`src/rtl/i2c_tx_pkg.sv`:
```
// Shared types and constants for the I2C transmit frame shifter.
package i2c_tx_pkg;

    typedef enum logic [1:0] {
        IDLE,
        SHIFT,
        ACK_SAMPLE,
        ACK_END
    } state_t;

    // SDA level the master drives in the ACK slot to acknowledge a byte
    localparam logic ACK_LEVEL = 1'b0;

endpackage

```
`src/rtl/i2c_tx_frame_sr_sync_pts_sr.sv`:
```
// Parallel-to-serial register: load a word, shift one bit per request, fill with ones.
// Exposes the head bit the register will hold after this cycle so the owner can register it.
module sync_pts_sr #(
    parameter int DATA_WIDTH = 64,
    parameter int SHIFT_MSB  = 1
) (
    input  logic                  clk,
    input  logic                  rst,
    input  logic                  load,
    input  logic [DATA_WIDTH-1:0] data,
    input  logic                  shift_en,
    output logic                  head_next
);

    logic [DATA_WIDTH-1:0] sr;
    logic [DATA_WIDTH-1:0] sr_next;
    logic [DATA_WIDTH-1:0] shifted;

    generate
        if (SHIFT_MSB != 0) begin : g_msb
            assign shifted   = {sr[DATA_WIDTH-2:0], 1'b1};
            assign head_next = sr_next[DATA_WIDTH-1];
        end else begin : g_lsb
            assign shifted   = {1'b1, sr[DATA_WIDTH-1:1]};
            assign head_next = sr_next[0];
        end
    endgenerate

    always_comb begin
        sr_next = sr;
        if (load)
            sr_next = data;
        else if (shift_en)
            sr_next = shifted;
    end

    always_ff @(posedge clk) begin
        if (rst)
            sr <= '1;
        else
            sr <= sr_next;
    end

endmodule

```
`src/rtl/i2c_tx_frame_sr.sv`:
```
// I2C slave transmit shifter: sends a word as bytes on SCL falling edges,
// releases SDA for each ACK slot and aborts the frame on NACK.
module i2c_tx_frame_sr
    import i2c_tx_pkg::*;
#(
    parameter int DATA_WIDTH = 64,
    parameter int BYTE_BITS  = 8,
    parameter int SHIFT_MSB  = 1,
    parameter bit IDLE_VAL   = 1'b1
) (
    input  logic                  clk,
    input  logic                  rst,
    input  logic                  load_data,
    input  logic [DATA_WIDTH-1:0] tx_data,
    input  logic                  tx_enable,
    input  logic                  falling_edge_found,
    input  logic                  rising_edge_found,
    input  logic                  sda_in,
    output logic                  tx_out,
    output logic                  busy,
    output logic                  byte_done,
    output logic                  frame_done,
    output logic                  ack_error
);

    localparam int NUM_BYTES = DATA_WIDTH / BYTE_BITS;
    localparam int BIT_W     = (BYTE_BITS > 1) ? $clog2(BYTE_BITS) : 1;
    localparam int BYTE_W    = (NUM_BYTES > 1) ? $clog2(NUM_BYTES) : 1;
    localparam logic [BIT_W-1:0]  BIT_LAST  = BIT_W'(BYTE_BITS - 1);
    localparam logic [BYTE_W-1:0] BYTE_LAST = BYTE_W'(NUM_BYTES - 1);

    state_t              state, state_next;
    logic [BIT_W-1:0]    bit_cnt, bit_cnt_next;
    logic [BYTE_W-1:0]   byte_cnt, byte_cnt_next;
    logic                ack, ack_next;
    logic                load_en, shift_en, head_next;
    logic                byte_done_next, frame_done_next, ack_error_next;
    logic                tx_next;
    logic                fe, re;

    assign fe = falling_edge_found & tx_enable;
    assign re = rising_edge_found & tx_enable;

    sync_pts_sr #(
        .DATA_WIDTH (DATA_WIDTH),
        .SHIFT_MSB  (SHIFT_MSB)
    ) u_sr (
        .clk       (clk),
        .rst       (rst),
        .load      (load_en),
        .data      (tx_data),
        .shift_en  (shift_en),
        .head_next (head_next)
    );

    always_comb begin
        state_next      = state;
        bit_cnt_next    = bit_cnt;
        byte_cnt_next   = byte_cnt;
        ack_next        = ack;
        load_en         = 1'b0;
        shift_en        = 1'b0;
        byte_done_next  = 1'b0;
        frame_done_next = 1'b0;
        ack_error_next  = 1'b0;
        case (state)
            IDLE: begin
                if (load_data) begin
                    load_en       = 1'b1;
                    bit_cnt_next  = '0;
                    byte_cnt_next = '0;
                    state_next    = SHIFT;
                end
            end
            SHIFT: begin
                // The last bit's falling edge opens the ACK slot without shifting;
                // the shift for the next byte happens when the ACK slot closes.
                if (fe) begin
                    if (bit_cnt == BIT_LAST) begin
                        bit_cnt_next = '0;
                        state_next   = ACK_SAMPLE;
                    end else begin
                        shift_en     = 1'b1;
                        bit_cnt_next = bit_cnt + 1'b1;
                    end
                end
            end
            ACK_SAMPLE: begin
                if (re) begin
                    ack_next   = (sda_in == ACK_LEVEL);
                    state_next = ACK_END;
                end
            end
            ACK_END: begin
                if (fe) begin
                    if (!ack) begin
                        ack_error_next = 1'b1;
                        state_next     = IDLE;
                    end else if (byte_cnt == BYTE_LAST) begin
                        byte_done_next  = 1'b1;
                        frame_done_next = 1'b1;
                        state_next      = IDLE;
                    end else begin
                        byte_done_next = 1'b1;
                        byte_cnt_next  = byte_cnt + 1'b1;
                        shift_en       = 1'b1;
                        state_next     = SHIFT;
                    end
                end
            end
            default: state_next = IDLE;
        endcase
        tx_next = (state_next == SHIFT) ? head_next : IDLE_VAL;
    end

    always_ff @(posedge clk) begin
        if (rst) begin
            state      <= IDLE;
            bit_cnt    <= '0;
            byte_cnt   <= '0;
            ack        <= 1'b0;
            tx_out     <= IDLE_VAL;
            busy       <= 1'b0;
            byte_done  <= 1'b0;
            frame_done <= 1'b0;
            ack_error  <= 1'b0;
        end else begin
            state      <= state_next;
            bit_cnt    <= bit_cnt_next;
            byte_cnt   <= byte_cnt_next;
            ack        <= ack_next;
            tx_out     <= tx_next;
            busy       <= (state_next != IDLE);
            byte_done  <= byte_done_next;
            frame_done <= frame_done_next;
            ack_error  <= ack_error_next;
        end
    end

endmodule

```
`config.mk`:
```
export PLATFORM = sky130hd
export DESIGN_NAME = i2c_tx_frame_sr
export DESIGN_NICKNAME = d
export VERILOG_FILES = /design/src/rtl/i2c_tx_pkg.sv /design/src/rtl/i2c_tx_frame_sr_sync_pts_sr.sv /design/src/rtl/i2c_tx_frame_sr.sv
export SDC_FILE = /design/constraint.sdc
export NUM_CORES = 1
export LEC_CHECK = 0
export CAP_MARGIN = 20
export CORE_MARGIN = 2
export CORE_UTILIZATION = 55
export CTS_BUF_LIST = sky130_fd_sc_hd__clkbuf_8
export DETAILED_ROUTE_END_ITERATION = 6
export GPL_TIMING_DRIVEN = 0
export HOLD_SLACK_MARGIN = 0.02
export PLACE_DENSITY = 0.87
export SLEW_MARGIN = 20
export SYNTH_ARGS = -nofsm -noshare
export SYNTH_HDL_FRONTEND = slang
export SYNTH_SLANG_ARGS = --single-unit
```
`constraint.sdc`:
```
create_clock -name clk -period 3 [get_ports clk]
set_input_delay 0.6 -clock clk [delete_from_list [all_inputs] [get_ports clk]]
set_output_delay 0.6 -clock clk [all_outputs]
set_load 0.005 [all_outputs]
```
# Word level (Yosys, flattened, before mapping)
# Cells that the tools add are included.
op_classes:
  add_sub_neg: 2
  eq_ne: 11
  muxes: 29
  n_bitwise: 7
  reduce_logical: 11
op_table:
  columns: ["operator", "n"]
  rows:
  - ["$mux W64", 2]
  - ["$mux W3", 6]
  - ["$mux W1", 12]
  - ["$pmux W3 S2", 2]
  - ["$mux W2", 5]
  - ["$ne A2 B2 Y1 const B", 5]
  - ["$pmux W2 S4", 1]
  - ["$reduce_bool A2 Y1", 4]
  - ["$add A3 B1 Y3 const B", 2]
  - ["$eq A3 B3 Y1 const B", 2]
  - ["$not A1 Y1", 5]
  - ["$reduce_and A5 Y1", 1]
  - ["$eq A2 B1 Y1 const B", 2]
  - ["$eq A2 B2 Y1 const B", 2]
  - ["$reduce_or A4 Y1", 1]
  - ["$reduce_and A3 Y1", 1]
  - ["$reduce_or A3 Y1", 1]
  - ["$and A1 B1 Y1", 2]
  - ["$logic_not A2 Y1", 1]
  - ["$pmux W1 S2", 1]
  - ["$reduce_and A2 Y1", 1]
  - ["$reduce_or A2 Y1", 1]
totals:
  register_bits: 78
  input_bits: 71
  out_inout_bits: 5

# Longest topological paths before layout
logic_depth:
  depth_word: 8
  mapped_depth: 8
  depth_no_buf: 6

# Cells and area by module
# From an unflattened synthesis, not the netlist that was laid out.
hier_totals:
  hier_cells: 355
  hier_area_um2: 3752.3
by_module_without_submodules:
  columns: ["mod", "instances", "cells_each", "area_per_inst_um2", "seq_area_each_um2"]
  rows:
  - ["sync_pts_sr", 1, 286, 3052.9, 1281.2]
  - ["i2c_tx_frame_sr", 1, 69, 699.4, 280.3]

# Worst setup path after synthesis
# OpenSTA, ideal clock, no wires.
synth_path:
  path_kind: "register to register"
  from: "register byte_cnt[0]"
  to: "register u_sr.sr[10]"
  arrival_ns: 1.751
  setup_slack_ns: 1.135
  path_stages_with_launch: 9
  n_path_buf: 2
  period_less_slack_ns: 1.865
  cell_sequence: "dfxtp_1 -> ha_1 -> ha_1 -> and3b_4 -> o21a_1 -> buf_6 -> buf_6 -> a221o_1 -> a21o_1"
synth_between:
  elab_chain_len: 6
synth_rtl:
  columns: ["element", "line_no", "source"]
  rows:
  - ["start, declared", "i2c_tx_frame_sr.sv:34", "logic [BYTE_W-1:0] byte_cnt, byte_cnt_next;"]
  - ["start signal, assigned", "i2c_tx_frame_sr.sv:130", "byte_cnt <= byte_cnt_next;"]
  - ["$eq A3 B3 Y1", "i2c_tx_frame_sr.sv:99", "end else if (byte_cnt == BYTE_LAST) begin"]
  - ["$mux W1", "i2c_tx_frame_sr.sv:99", null]
  - ["$mux W1", "i2c_tx_frame_sr.sv:96", "if (!ack) begin"]
  - ["$mux W1", "i2c_tx_frame_sr.sv:95", "if (fe) begin"]
  - ["$pmux W1 S2", "i2c_tx_frame_sr.sv:66", "case (state)"]
  - ["$reduce_bool A2 Y1 (no line)", null, null]
  - ["end signal, assigned", "i2c_tx_frame_sr_sync_pts_sr.sv:41", "sr <= sr_next;"]
  - ["end, declared", "i2c_tx_frame_sr_sync_pts_sr.sv:15", "logic [DATA_WIDTH-1:0] sr;"]
# Every way passes these cells.
# A chain may end at the register's enable or synchronous reset.

# Worst setup path in the final report
layout_path:
  from: "register byte_cnt[0]"
  to: "register u_sr.sr[12]"
# Same word-level chain as after synthesis.

==> results.md <==
- Most common cell after layout, fill and taps aside: dfxtp_1
- Tmin final: a little over 2 ns
- Synthesized instance count: 291
- # IOs: 76
- Fraction of layout cells with a size suffix above 1: 0.0892
- Clk network pwr share: 0.356
- Yosys warnings: 0
- CTS root buffer: clkbuf_8
- Max incr delay on CP: 0.36 ns
- Clk_skew: 0.00789 ns
- WL final: 7530 um
- Seq cells post-synth: 78
- Clock-pin slew on the worst setup and hold paths: 0.08 ns
- Area delta synth->final: 32.6%
- Synth area leaders: dfxtp_1, a221o_1, a21o_1
- Crit path DAT: 2.34 ns
- Worst setup SP type: register
- RSZ-0062 raised after global routing: false
- Switching Share: 0.239
- Final worst-path cycle share: 0.685
- Worst-Skew Late Latency: 0.34 ns
- Achievable Freq: 487 MHz
- Pwr/cell area: 554 mW/mm2
- VDD IR max: 310 uV
- Diode count: 0
- Core Region: 0.00557 mm2
- Die Y: 80.3 um
- Residual DRC: 0
- First-pass GRT wire length: 12,500 um
- DP HPWL: 5450 um
- Hold Vio Cnt, Final: 0
- Leakage: 1.73 nW
- Critical Path RT: 3.29 ns
- Die Footprint: 0.00646 mm2
- Die width: about 80 um
- Post-CTS Resized: 0
- Post-CTS repair timing setup buffer count: 0
- Mean Syn Cell Area: 11.0 um2
- Number of global-route vias before repair: 2,689
- Port bufs: 74
- CTS Buffer Depth: 2
- Wire length per cell: 16.6 um
- Row cnt: 27
- Num CTS Buffers: 9
- H-tree Lvls: 3
- Post-route ant nets: 0
- Nets@finish: roughly 450
- Setup TNS: 0 ns
- GP Congestion: between 0.7 and 0.8
- Int Power: between 1.5 and 2 mW
- Post-synth top area share: 0.487
- Sequential share of power: 0.497
- Worst reg2reg setup slack: 0.95 ns
- Non-Filler Instances: approximately 450
- Most frequent cells in the layout: dfxtp_1, clkdlybuf4s50_1, a221o_1, a21o_1, clkbuf_1
- Critical Path, Cell by Cell: ha_1 > ha_1 > and3b_4 > o21a_1 > buf_6 > nor2_2 > buf_2 > a21o_1
- Setup Viol. Count Final: 0
- Total GRT Usage: 0.249
- Area leader, netlist: dfxtp_1
- Distinct cell type count of the synthesized netlist: 32
- Hold WC Path Type: register to register
- Status: finished, final reports clean
- Total Power: 2.36 mW
- Total gr overflow: 0
- Cts hold-fix bufs: 0
- Largest net degree at the start of global routing: 14
- Critical path class: register to register
- Via/cell ratio: approximately 6.1
- Initial Util: 0.575
- Share of the yosys chip area belonging to registers: 0.487
- Actual slew at the worst max-slew pin: about 0.53 ns
- Placed Cells: 437
- Most used cell, CP: ha_1
- Vias: 2,772
- Critical-path maximum fanout: 10
- Slew Viols, Final: 0
- Final core utilization: 0.763
- TritonCTS clock tree: yes
- Slowest cell on crit path: dfxtp_1
- Num Clock Sinks: 78
- Max-Cap Viols: 0
- Crit path capture type: register
- Synthesized net count: 366
- Net switching power: 0.563 mW
- Fill cell count: 408
- DRC violation total after the first TritonRoute iteration: 168
- Max-slew headroom: 0.648
- Drt first pass iters: 5
- Initial antenna violation count: 0
- Synthesized area: 0.00321 mm2
- Logic gate share of total power: 0.148
==> cell usage after synthesis <==
library cell and instances:
and3b_4 1, or2_2 1, nand3_1 2, nor2b_1 1, nand2_1 5, or3b_2 1
mux2i_1 2, o211ai_1 5, buf_2 8, clkbuf_1 16, or3_1 1, nor2_1 10
nor3b_2 1, nor4bb_1 1, dfxtp_1 78, nand3b_1 2, buf_6 6, o31ai_1 1
o21a_1 1, nor2_2 1, a21o_1 62, and2_1 1, nand4b_1 3, a31oi_1 1
a21oi_1 8, a221o_1 62, nor3b_1 1, nor4b_1 1, ha_1 4, and3_1 2
nor3_1 1, o21ai_0 1
==> power groups by stage <==
stage	registers, mW	logic [mW]	clock network, mW
5_1_grt	1.18	0.380	0.890
2_1_floorplan	1.18	0.203	0
3_3_place_gp	1.19	0.335	0
3_5_place_dp	1.19	0.347	0
6_report	1.17	0.348	0.838
4_1_cts	1.17	0.349	0.843
==> stage by stage <==
step                hold WS, ns  worst slack [ns]  instance area (um2)
finish                    0.456             0.945                 4250
global placement          0.433             0.650                 4040
floorplan                 0.426              1.13                 3210
CTS                       0.457             0.944                 4250
global route              0.471             0.787                 4250
detailed placement        0.439             0.616                 4040
==> path summary, 6_finish.rpt <==
check,endpoint,cells past startpoint,startpoint
setup / recovery,u_sr.sr[12]$_SDFFE_PP1P_,8,byte_cnt[0]$_SDFFE_PP0P_
hold / removal,u_sr.sr[8]$_SDFFE_PP1P_,1,u_sr.sr[8]$_SDFFE_PP1P_
setup reg to reg,u_sr.sr[12]$_SDFFE_PP1P_,8,byte_cnt[0]$_SDFFE_PP0P_
hold reg to reg,u_sr.sr[8]$_SDFFE_PP1P_,1,u_sr.sr[8]$_SDFFE_PP1P_
==> cells by family after synthesis <==
| kind of cell | count (synthesis) | share of synthesized area |
|---|---|---|
| AND/OR/NAND/NOR | 36 | 0.0675 |
| adder cells (fa/ha/maj) | 4 | 0.0156 |
| flip-flops | 78 | 0.487 |
| buffers and inverters | 30 | 0.0523 |
| AO/OA/AOI/OAI | 141 | 0.371 |
| multiplexers | 2 | 0.00625 |
==> per-layer routing <==
| layer | global-route usage | vias to the layer above | share of wire |
|---|---|---|---|
| met5 | 0 | - | 0 |
| met4 | 0.0864 | 0 | 0.013 |
| met3 | 0.0483 | 11 | 0.049 |
| met2 | 0.428 | 81 | 0.51 |
| met1 | 0.312 | 1350 | 0.43 |
| li1 | - | 1330 | - |
==> state kept, by name, summed over array words and instances, names as in the netlist, 2 cells and up <==
signal,cells
u_sr.sr,64
bit_cnt,3
byte_cnt,3
state,2
==> critical path, delay by kind of cell, from the launching register on <==
family / cells / cell delay (ns)
DFF: 1 / 0.36
and+or+nand+nor: 2 / 0.49
adders and majority gates: 2 / 0.34
buffers and inverters: 2 / 0.44
AOI/OAI and AO/OA: 2 / 0.36
==> final cells by class <==
cell class	instances	area, um2	share of cell area
Buffer	30	168	0.0394
Timing Repair Buffer	74	741	0.174
Multi-Input combinational cell	183	1480	0.347
Clock buffer	9	124	0.0291
Tap cell	72	90.1	0.0212
Sequential cell	78	1560	0.367
Clock inverter	7	90.1	0.0212
Note: power is estimated with default switching activity, not from simulation.
